## config.mk

```make
export PLATFORM = sky130hd
export DESIGN_NAME = alu_cmd_ctrl
export DESIGN_NICKNAME = d
export VERILOG_FILES = /design/src/rtl/alu_cmd_ctrl.sv
export SDC_FILE = /design/constraint.sdc
export NUM_CORES = 1
export LEC_CHECK = 0
export BUFFER_PORTS_ARGS = -buffer_cell sky130_fd_sc_hd__buf_2
export CORE_MARGIN = 3
export CORE_UTILIZATION = 30
export DETAILED_ROUTE_END_ITERATION = 8
export GPL_TIMING_DRIVEN = 0
export PLACE_DENSITY_LB_ADDON = 0.25
export SLEW_MARGIN = 0
export SYNTH_ARGS = -nofsm -noshare
export SYNTH_HDL_FRONTEND = slang
export SYNTH_SLANG_ARGS = --single-unit
```

## constraint.sdc

```tcl
create_clock -name clk -period 1.75 [get_ports clk]
set_input_delay 0.175 -clock clk [delete_from_list [all_inputs] [get_ports clk]]
set_output_delay 0.175 -clock clk [all_outputs]
set_load 0.05 [all_outputs]
```

## src/rtl/alu_cmd_ctrl.sv

```systemverilog
// Command/response front end for the 16-bit ALU: one operation in flight, registered outputs.
// Optional divide-by-zero rejection is enabled by defining ALU_CMD_DIV0_CHK_EN.
module alu_cmd_ctrl #(
    parameter int WIDTH   = 16,
    parameter int ALU_LAT = 1
) (
    input  logic             clk,
    input  logic             rst,
    input  logic             cmd_valid,
    output logic             cmd_ready,
    input  logic [3:0]       cmd_fun,
    input  logic [WIDTH-1:0] cmd_a,
    input  logic [WIDTH-1:0] cmd_b,
    output logic [WIDTH-1:0] alu_a,
    output logic [WIDTH-1:0] alu_b,
    output logic [3:0]       alu_fun,
    input  logic [WIDTH-1:0] alu_out,
    input  logic [4:0]       alu_flags,
    output logic             rsp_valid,
    input  logic             rsp_ready,
    output logic [WIDTH-1:0] rsp_data,
    output logic [4:0]       rsp_flags,
    output logic             rsp_err,
    output logic [1:0]       fsm_state
);

    // Handshakes: a transfer happens on a rising edge where valid and ready are both 1;
    // a source holds valid and its payload stable until that edge.

    localparam logic [1:0] S_IDLE = 2'b00;
    localparam logic [1:0] S_WAIT = 2'b01;
    localparam logic [1:0] S_RESP = 2'b10;

    localparam logic [3:0] FUN_NOP = 4'b1111;
    localparam logic [3:0] FUN_DIV = 4'b0011;

    logic [1:0] state;
    logic [2:0] cnt;
    logic       div0_q;
    logic       div0_cmd;

`ifdef ALU_CMD_DIV0_CHK_EN
    assign div0_cmd = (cmd_fun == FUN_DIV) && (cmd_b == '0);
`else
    assign div0_cmd = 1'b0;
`endif

    assign fsm_state = state;

    always_ff @(posedge clk or posedge rst) begin
        if (rst) begin
            state     <= S_IDLE;
            cnt       <= '0;
            div0_q    <= 1'b0;
            cmd_ready <= 1'b1;
            alu_a     <= '0;
            alu_b     <= '0;
            alu_fun   <= FUN_NOP;
            rsp_valid <= 1'b0;
            rsp_data  <= '0;
            rsp_flags <= '0;
            rsp_err   <= 1'b0;
        end else begin
            case (state)
                S_IDLE: begin
                    if (cmd_valid) begin
                        cmd_ready <= 1'b0;
                        state     <= S_WAIT;
                        if (div0_cmd) begin
                            // Rejected command: ALU untouched, response on the next edge.
                            div0_q <= 1'b1;
                            cnt    <= '0;
                        end else begin
                            div0_q  <= 1'b0;
                            alu_a   <= cmd_a;
                            alu_b   <= cmd_b;
                            alu_fun <= cmd_fun;
                            cnt     <= 3'(ALU_LAT);
                        end
                    end
                end
                S_WAIT: begin
                    if (cnt == 3'd0) begin
                        state     <= S_RESP;
                        rsp_valid <= 1'b1;
                        alu_fun   <= FUN_NOP;
                        rsp_err   <= div0_q;
                        if (div0_q) begin
                            rsp_data  <= '1;
                            rsp_flags <= 5'b01000;
                        end else begin
                            rsp_data  <= alu_out;
                            rsp_flags <= alu_flags;
                        end
                    end else begin
                        cnt <= cnt - 3'd1;
                    end
                end
                S_RESP: begin
                    if (rsp_ready) begin
                        rsp_valid <= 1'b0;
                        cmd_ready <= 1'b1;
                        state     <= S_IDLE;
                    end
                end
                default: begin
                    state     <= S_IDLE;
                    cmd_ready <= 1'b1;
                    rsp_valid <= 1'b0;
                end
            endcase
        end
    end

endmodule

```

==> impl_metrics.json <==
{
  "status": "finished, final reports clean",
  "synth_top_area_share_pct": 57.8,
  "io_pins": 123,
  "clk_pin_slew_ns": 0.07,
  "vias": 1763,
  "ys_seq_area_share_pct": 62.9,
  "synth_area_sq_mm": 0.00255,
  "gr-total-overflow": 0,
  "die_w_um": 98.3,
  "synth_warnings": 0,
  "ys_ff_latch": 64,
  "worstPathMaxFanout": 10,
  "drt_iter0_markers": 10,
  "worst_slew_pin_slew_ns": 0.564,
  "netlist_instances": 165,
  "synthXorXnorAreaFrac_pct": 0,
  "htree_num_levels": 3,
  "wirelength_um": 5270,
  "drv_cap": 0,
  "num-nets-final": 363,
  "hpwl_um": 3990,
  "route.detailed.wl_per_inst_um": 12.8,
  "startpoint_type": "flop",
  "hold_violations": 0,
  "max_slew_margin_pct": 62.3,
  "fin_crit_ns": 1.66,
  "cp_data_arrival_time_ns": 1.87,
  "synth_compound_area_share_pct": 4.02,
  "root_buffer": "clkbuf_8",
  "cp-end-kind": "flop",
  "synthMuxAreaShare_pct": 24.1,
  "hold_class": "primary input to flop",
  "synth_edf_count": 0,
  "clock_path_buffers": 2,
  "viasPerCell": 4.30,
  "synth_nets": 228,
  "synthArstFlopShare_pct": 100,
  "finalWeightedCongestion": 0.718,
  "design.die.area_sq_mm": 0.00966,
  "tns_ns": 0,
  "cp_data_required_time_ns": 1.96,
  "grt_pass1_vias": 1915,
  "synth_top_family_by_area": "multiplexers",
  "yosys.area.top_type": "dfrtp_1",
  "fmax_mhz": 603,
  "grt_max_degree": 41,
  "drive_above_1_share_pct": 68.2,
  "setup_viol": 0,
  "wl_met3_um": 516,
  "cts_tree": "yes",
  "met1_length_um": 2260,
  "start_util_pct": 30.9,
  "numCtsBuffers": 9,
  "grt.total_usage_pct": 11.4,
  "top_layer": "met4",
  "drtAntennaViolNets": 0,
  "io_buffers": 121,
  "diodes": 0,
  "area_growth_pct": 40.1,
  "fillers": 787,
  "wl_met2_um": 2430,
  "synthAdderAreaFrac_pct": 0.979,
  "crit_type": "flop to flop",
  "avgSynthCellArea_sq_um": 15.5,
  "grt_pass1_wl_um": 8830,
  "fp-row-count": 33,
  "synth_area_leaders": "dfrtp_1, mux2_2, dfstp_2, buf_6, o22a_1",
  "clock_skew_ns": 0.00771,
  "core_area_sq_mm": 0.00826,
  "clk_latency_ns": 0.33,
  "drv_slew": 0,
  "rsz0062_at_grt": "false",
  "drtPass1Iterations": 4,
  "synth_top_flop_cell": "dfrtp_1",
  "ys_types": 25,
  "antenna_found_initial": 0,
  "fp.dieH_um": 98.3,
  "yosys.area_share.simple_pct": 3.67,
  "period_share_pct": 94.8,
  "route.detailed.drc": 0,
  "cts.sinks": 64
}
## cells by family after synthesis
family	after synthesis
AO/OA/AOI/OAI	15
adder cells (fa/ha/maj)	2
buffers and inverters	15
flip-flops	64
multiplexers	55
other	1
AND/OR/NAND/NOR	13
## cell usage after synthesis (all sizes together), types with 3 or more instances
| master | instances |
|---|---|
| a21oi | 4 |
| buf | 8 |
| dfrtp | 59 |
| dfstp | 5 |
| inv | 7 |
| mux2 | 53 |
| o21ai | 3 |
| o22a | 5 |
## cell usage in the layout, fill, tap and decap left out, types with 2 or more instances in the layout
cell,count
inv_1,6
buf_2,121
dfrtp_1,59
nand2_1,2
clkinv_2,2
buf_12,2
nor2_1,2
buf_4,3
o21ai_0,3
o22a_1,5
nand3_1,2
mux2i_1,2
bufinv_16,2
mux2_2,50
a21oi_1,4
nand2b_1,2
clkbuf_8,11
buf_6,5
dfstp_2,5
mux2_1,3
## flip-flops by register name, summed over array words and instances, names as in the netlist
register,count
alu_a,16
alu_b,16
rsp_data,16
rsp_flags,5
alu_fun,4
cnt,3
fsm_state,2
cmd_ready,1
rsp_valid,1
## timing repair
item,in CTS,in global routing
setup endpoints to repair,0,15
hold endpoints to repair,23,0
gates resized for setup,0,1
buffers inserted,0,1
hold buffers,1,0
## metrics by stage
step / setup slack (ns) / hold slack [ns] / instance area, sq um / instances / util, %
after detailed placement: 0.0736 / 0.266 / 3320 / 392 / 40.2
after global placement: 0.106 / 0.395 / 3300 / 391 / 39.9
after global routing: 0.0113 / 0.0405 / 3580 / 410 / 43.3
after floorplan: 0.0141 / 0.304 / 2560 / 165 / -
final: 0.0912 / 0.0577 / 3580 / 410 / 43.3
after CTS: 0.0521 / 0.0377 / 3560 / 409 / 43.1
## layout make-up
cell class,instances,area [sq um],area share (%)
clock inverters,5,78.8,2.20
clock buffers,11,151,4.23
inverters,7,30.0,0.839
flip-flops and latches,64,1610,44.9
multi-input cells,86,845,23.6
plain buffers,8,78.8,2.20
well taps,105,131,3.67
repair buffers,124,656,18.3
## per-layer routing
metal	vias up	global-route usage (%)
met5	-	0
met3	5	5.57
met4	0	3.47
met2	83	18.6
met1	829	13.1
li1	846	-
## path summary, 6_finish.rpt
kind	start	to	slack (ns)	depth (start not counted)
min in group asynchronous	rst	alu_b[2]	0.44	3
min	alu_flags[0]	rsp_flags[0]	0.06	2
max	cnt[0]	rsp_data[12]	0.09	5
max in group asynchronous	rst	alu_fun[1]	0.67	4
max reg2reg	cnt[0]	rsp_data[12]	0.09	5
min reg2reg	alu_b[14]	alu_b[14]	0.49	1
## critical path: stages, from the launching register on
cell	delay (ns)
dfrtp_1	0.40
inv_1	0.11
ha_2	0.22
and4bb_4	0.30
buf_6	0.16
mux2_2	0.34
Power is left out: the tool's default activity adds up to more than one toggle a clock period on the data nets, which glitch-free logic cannot reach.
